$ cat config.mk
export PLATFORM = sky130hd
export DESIGN_NAME = cpu_ctrl_fsm_flat
export DESIGN_NICKNAME = d
export VERILOG_FILES = /design/src/rtl/cpu_ctrl_fsm_if.sv /design/src/rtl/cpu_ctrl_fsm.sv /design/src/flat_wrapper.sv
export SDC_FILE = /design/constraint.sdc
export NUM_CORES = 1
export LEC_CHECK = 0
export CORE_MARGIN = 2
export CORE_UTILIZATION = 40
export DETAILED_ROUTE_END_ITERATION = 10
export PLACE_DENSITY = 0.77
export SLEW_MARGIN = 20
export SYNTH_ARGS = -nofsm -noshare
export SYNTH_HDL_FRONTEND = slang
export SYNTH_SLANG_ARGS = --single-unit
$ cat constraint.sdc
create_clock -name clk -period 1.65 [get_ports clk]
set_input_delay 0.165 -clock clk [delete_from_list [all_inputs] [get_ports clk]]
set_output_delay 0.165 -clock clk [all_outputs]
set_load 0.1 [all_outputs]
$ cat src/rtl/cpu_ctrl_fsm_if.sv
// Data-memory bus handshake between the CPU control FSM and the bus arbiter.
interface cpu_ctrl_fsm_if;
  logic bus_req;
  logic bus_grant;
  logic data_mem_wr;
  logic data_mem_rd;
  logic bus_err;

  modport master (
    output bus_req,
    output data_mem_wr,
    output data_mem_rd,
    output bus_err,
    input  bus_grant
  );

  modport slave (
    input  bus_req,
    input  data_mem_wr,
    input  data_mem_rd,
    input  bus_err,
    output bus_grant
  );
endinterface

$ cat src/rtl/cpu_ctrl_fsm.sv
// CPU control sequencer: fetch/decode/execute, bus wait with timeout,
// prioritised interrupt entry and a single-step debug break state.
module cpu_ctrl_fsm #(
  parameter int unsigned IRQ_NUM     = 4,
  parameter int unsigned BUS_TIMEOUT = 15,
  parameter logic [7:0]  VEC_BASE    = 8'h10
) (
  input  logic               clk,
  input  logic               rst,
  input  logic               addr_op2_sel,
  input  logic [3:0]         opcode,
  input  logic [3:0]         ctrl_op,
  output logic               initialize,
  output logic               fetch,
  output logic               decode,
  output logic               interrupt,
  output logic               ex_jump,
  output logic               ex_call,
  output logic               ex_ret_sub,
  output logic               ex_ret_int,
  output logic               wr_data_sel,
  output logic               reg_wr_en,
  output logic [1:0]         alu_op_type,
  input  logic               alu_flag_z,
  input  logic               alu_flag_c,
  input  logic               alu_flag_n,
  input  logic               alu_flag_v,
  cpu_ctrl_fsm_if.master     bus,
  input  logic [IRQ_NUM-1:0] irq,
  output logic [IRQ_NUM-1:0] irq_ack,
  output logic [7:0]         irq_vec,
  input  logic               flag_ie_din,
  input  logic               flag_if_din,
  output logic               flag_ie,
  output logic               flag_if,
  input  logic               dbg_break,
  input  logic               dbg_continue,
  input  logic               dbg_step,
  input  logic               dbg_ie_wr,
  input  logic               dbg_ie_din,
  input  logic               dbg_reg_wr,
  input  logic               dbg_mem_wr,
  input  logic               dbg_mem_rd,
  output logic               dbg_is_brk
);

  typedef enum logic [3:0] {
    S_INIT, S_FETCH, S_DECODE, S_EX_LD, S_EX_ST, S_EX_MOV, S_EX_ARITH,
    S_EX_LOGIC, S_EX_SHIFT, S_EX_CTRL, S_EX_NOP, S_INT_REQ, S_BREAK
  } state_e;

  // Compare-type opcodes sit at opcode[3]=1 so that bit suppresses writeback.
  typedef enum logic [3:0] {
    OP_ADD = 4'h0, OP_ADC = 4'h1, OP_SUB = 4'h2, OP_SBC = 4'h3,
    OP_AND = 4'h4, OP_OR  = 4'h5, OP_XOR = 4'h6, OP_SHIFT = 4'h7,
    OP_CMP = 4'h8, OP_CMC = 4'h9, OP_TST = 4'hA, OP_LD  = 4'hB,
    OP_ST  = 4'hC, OP_MOV = 4'hD, OP_CTRL = 4'hE, OP_NOP = 4'hF
  } opcode_e;

  typedef enum logic [3:0] {
    CO_JMP = 4'h0, CO_JZ  = 4'h1, CO_JNZ = 4'h2, CO_JC  = 4'h3,
    CO_JNC = 4'h4, CO_JN  = 4'h5, CO_JNN = 4'h6, CO_JV  = 4'h7,
    CO_JNV = 4'h8, CO_JSR = 4'h9, CO_RTS = 4'hA, CO_RTI = 4'hB,
    CO_STI = 4'hC, CO_CLI = 4'hD
  } ctrl_op_e;

  typedef enum logic [1:0] {
    ALU_MOVE, ALU_ARITH, ALU_LOGIC, ALU_SHIFT
  } alu_e;

  localparam logic [7:0] TMO    = 8'(BUS_TIMEOUT);
  localparam bit         TMO_EN = (BUS_TIMEOUT != 0);

  state_e     state_q, state_d;
  logic       step_q, step_d;
  logic [7:0] wait_q, wait_d;
  logic [2:0] idx_q, idx_d;
  logic [7:0] vec_q, vec_d;
  logic       ie_q, ie_d;
  logic       if_q, if_d;

  logic       ld_st, timeout, exec_done, go_int, in_ctrl;
  logic       irq_hit;
  logic [2:0] win_idx;
  logic       mem_wr, mem_rd;
  alu_e       alu_type;

  always_comb begin
    irq_hit = 1'b0;
    win_idx = '0;
    for (int unsigned i = 0; i < IRQ_NUM; i++) begin
      if (irq[i] && !irq_hit) begin
        win_idx = 3'(i);
        irq_hit = 1'b1;
      end
    end
  end

  always_comb begin
    ld_st   = (state_q == S_EX_LD) || (state_q == S_EX_ST);
    // Grant wins over a coinciding timeout.
    timeout = TMO_EN && ld_st && !bus.bus_grant && (wait_q == TMO);
    in_ctrl = (state_q == S_EX_CTRL);

    case (state_q)
      S_EX_MOV, S_EX_ARITH, S_EX_LOGIC, S_EX_SHIFT, S_EX_CTRL, S_EX_NOP:
        exec_done = 1'b1;
      S_EX_LD, S_EX_ST:
        exec_done = bus.bus_grant || timeout;
      default:
        exec_done = 1'b0;
    endcase
    go_int = exec_done && ie_q && irq_hit;

    state_d = state_q;
    step_d  = step_q;
    case (state_q)
      S_INIT:   state_d = S_FETCH;
      S_FETCH:  state_d = (dbg_break || step_q) ? S_BREAK : S_DECODE;
      S_DECODE: begin
        case (opcode)
          OP_LD:  state_d = S_EX_LD;
          OP_ST:  state_d = S_EX_ST;
          OP_MOV: state_d = S_EX_MOV;
          OP_ADD, OP_ADC, OP_SUB, OP_SBC, OP_CMP, OP_CMC:
                  state_d = S_EX_ARITH;
          OP_AND, OP_OR, OP_XOR, OP_TST:
                  state_d = S_EX_LOGIC;
          OP_SHIFT: state_d = addr_op2_sel ? S_EX_SHIFT : S_EX_LOGIC;
          OP_CTRL:  state_d = S_EX_CTRL;
          default:  state_d = S_EX_NOP;
        endcase
      end
      S_EX_LD, S_EX_ST, S_EX_MOV, S_EX_ARITH, S_EX_LOGIC, S_EX_SHIFT,
      S_EX_CTRL, S_EX_NOP: begin
        if (exec_done) state_d = go_int ? S_INT_REQ : S_FETCH;
      end
      S_INT_REQ: state_d = S_FETCH;
      S_BREAK: begin
        if (dbg_continue) begin
          state_d = S_DECODE;
          step_d  = 1'b0;
        end else if (dbg_step) begin
          state_d = S_DECODE;
          step_d  = 1'b1;
        end
      end
      default: state_d = S_INIT;
    endcase

    // Clearing whenever outside LD/ST is equivalent to clearing on entry.
    wait_d = wait_q;
    if (!ld_st)                 wait_d = '0;
    else if (!bus.bus_grant)    wait_d = wait_q + 8'd1;

    idx_d = idx_q;
    vec_d = vec_q;
    if (go_int) begin
      idx_d = win_idx;
      vec_d = VEC_BASE + {5'b0, win_idx};
    end

    ie_d = ie_q;
    if ((state_q == S_INIT) || (state_q == S_INT_REQ) ||
        (in_ctrl && ctrl_op == CO_CLI))                  ie_d = 1'b0;
    else if (in_ctrl && ctrl_op == CO_STI)               ie_d = 1'b1;
    else if (in_ctrl && ctrl_op == CO_RTI)               ie_d = flag_ie_din;
    else if (state_q == S_BREAK && dbg_ie_wr)            ie_d = dbg_ie_din;

    if_d = if_q;
    if (state_q == S_INIT)                               if_d = 1'b0;
    else if (state_q == S_INT_REQ)                       if_d = 1'b1;
    else if (in_ctrl && ctrl_op == CO_RTI)               if_d = flag_if_din;
  end

  always_ff @(posedge clk or negedge rst) begin
    if (!rst) begin
      state_q <= S_INIT;
      step_q  <= 1'b0;
      wait_q  <= '0;
      idx_q   <= '0;
      vec_q   <= VEC_BASE;
      ie_q    <= 1'b0;
      if_q    <= 1'b0;
    end else begin
      state_q <= state_d;
      step_q  <= step_d;
      wait_q  <= wait_d;
      idx_q   <= idx_d;
      vec_q   <= vec_d;
      ie_q    <= ie_d;
      if_q    <= if_d;
    end
  end

  always_comb begin
    initialize = (state_q == S_INIT);
    decode     = (state_q == S_DECODE);
    interrupt  = (state_q == S_INT_REQ);
    dbg_is_brk = (state_q == S_BREAK);

    case (state_q)
      S_FETCH: fetch = !dbg_break && !step_q;
      S_BREAK: fetch = dbg_continue || dbg_step;
      default: fetch = 1'b0;
    endcase

    ex_jump = 1'b0;
    if (in_ctrl) begin
      case (ctrl_op)
        CO_JMP:  ex_jump = 1'b1;
        CO_JZ:   ex_jump = alu_flag_z;
        CO_JNZ:  ex_jump = !alu_flag_z;
        CO_JC:   ex_jump = alu_flag_c;
        CO_JNC:  ex_jump = !alu_flag_c;
        CO_JN:   ex_jump = alu_flag_n;
        CO_JNN:  ex_jump = !alu_flag_n;
        CO_JV:   ex_jump = alu_flag_v;
        CO_JNV:  ex_jump = !alu_flag_v;
        default: ex_jump = 1'b0;
      endcase
    end
    ex_call    = in_ctrl && (ctrl_op == CO_JSR);
    ex_ret_sub = in_ctrl && (ctrl_op == CO_RTS);
    ex_ret_int = in_ctrl && (ctrl_op == CO_RTI);

    case (state_q)
      S_EX_LD:                 reg_wr_en = bus.bus_grant;
      S_EX_MOV, S_EX_SHIFT:    reg_wr_en = 1'b1;
      S_EX_ARITH, S_EX_LOGIC:  reg_wr_en = !opcode[3];
      S_BREAK:                 reg_wr_en = dbg_reg_wr;
      default:                 reg_wr_en = 1'b0;
    endcase
    wr_data_sel = (state_q == S_EX_LD);

    case (state_q)
      S_EX_ARITH: alu_type = ALU_ARITH;
      S_EX_LOGIC: alu_type = ALU_LOGIC;
      S_EX_SHIFT: alu_type = ALU_SHIFT;
      default:    alu_type = ALU_MOVE;
    endcase
    alu_op_type = alu_type;

    if (state_q == S_BREAK) begin
      mem_wr = dbg_mem_wr;
      mem_rd = dbg_mem_rd;
    end else begin
      mem_wr = (state_q == S_EX_ST);
      mem_rd = (state_q == S_EX_LD);
    end

    irq_ack = interrupt ? (IRQ_NUM'(1) << idx_q) : '0;
  end

  assign irq_vec         = vec_q;
  assign flag_ie         = ie_q;
  assign flag_if         = if_q;
  assign bus.data_mem_wr = mem_wr;
  assign bus.data_mem_rd = mem_rd;
  assign bus.bus_req     = mem_wr | mem_rd;
  assign bus.bus_err     = timeout;

endmodule

$ cat src/flat_wrapper.sv
// flat-port wrapper written by rule: the top's interface ports become plain ports
module cpu_ctrl_fsm_flat 
#(
  parameter int unsigned IRQ_NUM     = 4,
  parameter int unsigned BUS_TIMEOUT = 15,
  parameter logic [7:0]  VEC_BASE    = 8'h10
)
  (clk, rst, addr_op2_sel, opcode, ctrl_op, initialize, fetch, decode, interrupt, ex_jump, ex_call, ex_ret_sub, ex_ret_int, wr_data_sel, reg_wr_en, alu_op_type, alu_flag_z, alu_flag_c, alu_flag_n, alu_flag_v, irq, irq_ack, irq_vec, flag_ie_din, flag_if_din, flag_ie, flag_if, dbg_break, dbg_continue, dbg_step, dbg_ie_wr, dbg_ie_din, dbg_reg_wr, dbg_mem_wr, dbg_mem_rd, dbg_is_brk, bus_bus_req, bus_data_mem_wr, bus_data_mem_rd, bus_bus_err, bus_bus_grant);
  cpu_ctrl_fsm_if bus_i ();
  input  logic clk;
  input  logic rst;
  input  logic addr_op2_sel;
  input  logic [3:0] opcode;
  input  logic [3:0] ctrl_op;
  output logic initialize;
  output logic fetch;
  output logic decode;
  output logic interrupt;
  output logic ex_jump;
  output logic ex_call;
  output logic ex_ret_sub;
  output logic ex_ret_int;
  output logic wr_data_sel;
  output logic reg_wr_en;
  output logic [1:0] alu_op_type;
  input  logic alu_flag_z;
  input  logic alu_flag_c;
  input  logic alu_flag_n;
  input  logic alu_flag_v;
  input  logic [IRQ_NUM-1:0] irq;
  output logic [IRQ_NUM-1:0] irq_ack;
  output logic [7:0] irq_vec;
  input  logic flag_ie_din;
  input  logic flag_if_din;
  output logic flag_ie;
  output logic flag_if;
  input  logic dbg_break;
  input  logic dbg_continue;
  input  logic dbg_step;
  input  logic dbg_ie_wr;
  input  logic dbg_ie_din;
  input  logic dbg_reg_wr;
  input  logic dbg_mem_wr;
  input  logic dbg_mem_rd;
  output logic dbg_is_brk;
  output wire logic [$bits(bus_i.bus_req)-1:0] bus_bus_req;
  output wire logic [$bits(bus_i.data_mem_wr)-1:0] bus_data_mem_wr;
  output wire logic [$bits(bus_i.data_mem_rd)-1:0] bus_data_mem_rd;
  output wire logic [$bits(bus_i.bus_err)-1:0] bus_bus_err;
  input wire logic [$bits(bus_i.bus_grant)-1:0] bus_bus_grant;
  assign bus_bus_req = bus_i.bus_req;
  assign bus_data_mem_wr = bus_i.data_mem_wr;
  assign bus_data_mem_rd = bus_i.data_mem_rd;
  assign bus_bus_err = bus_i.bus_err;
  assign bus_i.bus_grant = bus_bus_grant;
  cpu_ctrl_fsm #(.IRQ_NUM(IRQ_NUM), .BUS_TIMEOUT(BUS_TIMEOUT), .VEC_BASE(VEC_BASE)) u_core (.clk(clk), .rst(rst), .addr_op2_sel(addr_op2_sel), .opcode(opcode), .ctrl_op(ctrl_op), .initialize(initialize), .fetch(fetch), .decode(decode), .interrupt(interrupt), .ex_jump(ex_jump), .ex_call(ex_call), .ex_ret_sub(ex_ret_sub), .ex_ret_int(ex_ret_int), .wr_data_sel(wr_data_sel), .reg_wr_en(reg_wr_en), .alu_op_type(alu_op_type), .alu_flag_z(alu_flag_z), .alu_flag_c(alu_flag_c), .alu_flag_n(alu_flag_n), .alu_flag_v(alu_flag_v), .bus(bus_i), .irq(irq), .irq_ack(irq_ack), .irq_vec(irq_vec), .flag_ie_din(flag_ie_din), .flag_if_din(flag_if_din), .flag_ie(flag_ie), .flag_if(flag_if), .dbg_break(dbg_break), .dbg_continue(dbg_continue), .dbg_step(dbg_step), .dbg_ie_wr(dbg_ie_wr), .dbg_ie_din(dbg_ie_din), .dbg_reg_wr(dbg_reg_wr), .dbg_mem_wr(dbg_mem_wr), .dbg_mem_rd(dbg_mem_rd), .dbg_is_brk(dbg_is_brk));
endmodule
==> results.py <==
metrics = {
    "worst_setup_path": {
        "cp_common_cell": "buf_6",
        "crit_buf_inv": 5,
        "path_class": "reg -> out",
        "endpoint_kind": "output pin",
        "cp.required_ps": 1480,
        "crit_fanout": 5,
        "arrival_ps": 1920,
        "path_cells": "buf_6 > buf_4 > inv_2 > buf_6 > o21ai_1 > nand3b_1 > o211ai_1 > clkbuf_16",
        "path_delay_family": "buffers and inverters",
        "max_stage_delay_ps": 440,
        "critPathSlowestCell": "dfrtp_2",
        "cp-start-kind": "flop",
    },
    "drt": {
        "vias": 2377,
        "wl_per_cell_um": 26.4,
        "ant_nets": 0,
        "vias_per_cell": 6.48,
        "drc_errors": 0,
        "wirelength_mm": 9.70,
        "drt_iter0_drc": 248,
        "drtPass1Iterations": 5,
    },
    "yosys": {
        "syn_inst": 186,
        "syn_area_per_cell_um2": 8.39,
        "ys_warn_count": 0,
        "synth_cell_type_count": 65,
        "synth-seq-cells": 17,
        "synth_seq_area_share": 0.273,
        "async_reset_ff_frac": 1.00,
        "synth_edf_count": 0,
        "syn_area_um2": 1560,
        "synthFlopType": "dfrtp_1",
    },
    "clock_network": {
        "cts.path.max_buffers": 2,
        "cts_sinks": 17,
        "cts_buffers": 3,
        "clock_latency_ps": 260,
        "path_clk_slew_ps": 70,
        "htree_levels": 1,
        "cts_tree": "built",
        "cts_root_buffer": "clkbuf_8",
        "holdBufCountCts": 0,
    },
    "outcome": {
        "violations": "setup timing",
        "status": "complete, but fails checks",
    },
    "finish": {
        "final_nets": 351,
        "nFillCells": 78,
        "syn_to_final_growth_pct": 128,
        "layout_commonest_cell": "buf_4",
        "diodes": 0,
        "postLayoutCoreUtil": 0.959,
        "drive_gt1_frac": 0.558,
        "fin_cells": 367,
        "mostFrequentLayoutCells": "buf_4, buf_6, buf_12",
    },
    "global_route": {
        "grt_pass1_wl_mm": 11.1,
        "grt_use_total": 0.332,
        "overflow": 0,
        "antenna_found_initial": 0,
        "grt_max_degree": 18,
        "grt_pass1_vias": 2217,
    },
    "floorplanning": {
        "core_area_um2": 3720,
        "die_w_um": 66.5,
        "die_area_um2": 4420,
        "start_util": 0.420,
        "fp.dieH_um": 66.5,
        "ioPinCount": 61,
        "rows": 22,
    },
    "placement": {
        "placedCellCount": 327,
        "hpwlAfterDp_mm": 3.67,
        "gp_congestion": 0.927,
        "io_buffers": 54,
    },
    "timing": {
        "finalClockSkew_ps": 4.30,
        "slew-limit-headroom": 0.658,
        "rsz0062_at_grt": "yes",
        "finalHoldViolations": 0,
        "setup_violations": 32,
        "max_freq_mhz": 479,
        "min_period_over_period": 1.26,
        "tightest_slew_ps": 512,
        "holdWs_ps": 247,
        "setup_ws_ps": -436,
        "maxSlewViolCount": 0,
        "finalCriticalPeriod_ps": 2090,
    },
    "power_and_ir_drop": {
        "cellPowerDensity_nw_per_um2": 1540,
        "leakagePower_nw": 1.52,
        "peakVddDrop_mv": 1.32,
    },
    "hold_path": {
        "hp-class": "in -> async",
    },
    "run": {
        "maxCapViolCount": 0,
    },
}
[per-layer routing]
layer / part of all wire / GRT usage
met1: 0.35 / 0.392
met2: 0.47 / 0.604
met3: 0.091 / 0.0355
met4: 0.091 / 0.140
met5: 0 / 0
[synthesized netlist by cell type (3+ instances only)]
library cell / n / share of area
nor4_1: 3 / 0.012
inv_1: 6 / 0.014
mux2i_1: 4 / 0.026
nor2b_1: 6 / 0.024
nand3b_1: 5 / 0.024
nor3_1: 5 / 0.016
buf_4: 6 / 0.029
clkbuf_1: 6 / 0.014
nand3_1: 7 / 0.022
a21o_1: 3 / 0.014
a21oi_1: 12 / 0.038
a31oi_1: 3 / 0.012
dfrtp_1: 17 / 0.27
xor2_1: 3 / 0.017
nand2_1: 12 / 0.029
nor2_1: 15 / 0.036
o21ai_0: 8 / 0.026
buf_6: 3 / 0.022
[what timing repair did]
action | 4_1_cts | 5_1_grt
resized for setup | 63 | 37
setup buffers | 24 | 21
pin swaps | 26 | 25
setup endpoints to repair | 30 | 30
[registers in the layout, summed over array words and instances (netlist names)]
| name | cells |
|---|---|
| u_core.flag_ie | 1 |
| u_core.flag_if | 1 |
| u_core.irq_vec | 2 |
| u_core.state_q | 4 |
| u_core.step_q | 1 |
| u_core.wait_q | 8 |
[layout make-up]
type / instances / area (um2) / area share
sequential: 17 / 433 / 0.121
timing repair buffer: 143 / 1610 / 0.453
clock inverter: 1 / 5.00 / 0.00140
multi-input combinational: 148 / 1370 / 0.384
tap: 48 / 60.1 / 0.0169
clock buffer: 3 / 41.3 / 0.0116
inverter: 7 / 42.5 / 0.0119
[final timing paths]
path	start	to	slack, ps	cells past startpoint
worst max register to register	u_core.state_q[0]$_DFFE_PN0P_	u_core.state_q[1]$_DFFE_PN0P_	-410	7
worst max-delay path	u_core.state_q[2]$_DFFE_PN0P_	reg_wr_en	-440	8
worst min register to register	u_core.flag_if$_DFFE_PN0P_	u_core.flag_if$_DFFE_PN0P_	610	1
max in group asynchronous	rst	u_core.state_q[3]$_DFFE_PN0P_	1190	2
worst min-delay path	rst	u_core.flag_if$_DFFE_PN0P_	250	2
min in group clk	u_core.flag_if$_DFFE_PN0P_	u_core.flag_if$_DFFE_PN0P_	610	1
[power breakdown]
| group | switching [mW] | leakage [nW] | internal (mW) |
|---|---|---|---|
| Combinational | 2.51 | 1.28 | 1.90 |
| Clock | 0.161 | 0.0255 | 0.168 |
| Sequential | 0.219 | 0.219 | 0.526 |
[kinds of logic after synthesis]
kind of cell,after synthesis,share of synthesized area
DFF,17,0.273
other,2,0.00481
xor gates and xnor gates,5,0.0281
muxes,7,0.0473
and+or+nand+nor,76,0.291
buffers and inverters,25,0.0930
adders and majority gates,1,0.00802
AOI/OAI and AO/OA,53,0.255
[through the flow]
| step | setup slack, ps | TNS, ps | area (um2) | total power [mW] |
|---|---|---|---|---|
| 6_report | -436 | -8380 | 3560 | 5.48 |
| 5_1_grt | -492 | -9040 | 3560 | 5.58 |
| 4_1_cts | -288 | -4060 | 3310 | 4.71 |
| 3_5_place_dp | -240 | -2390 | 2880 | 3.78 |
| 2_1_floorplan | -871 | -6160 | 1810 | 2.71 |
| 3_3_place_gp | -228 | -1970 | 2880 | 3.74 |
[worst register-to-register path: stages, from the launching register on]
cell      delay, ps
dfrtp_2         480
buf_6           150
buf_6           110
nand3b_1        170
nand2_4         100
buf_6           120
a2111o_1        500
a32oi_1         320
Note: power is estimated with default switching activity, not from simulation.
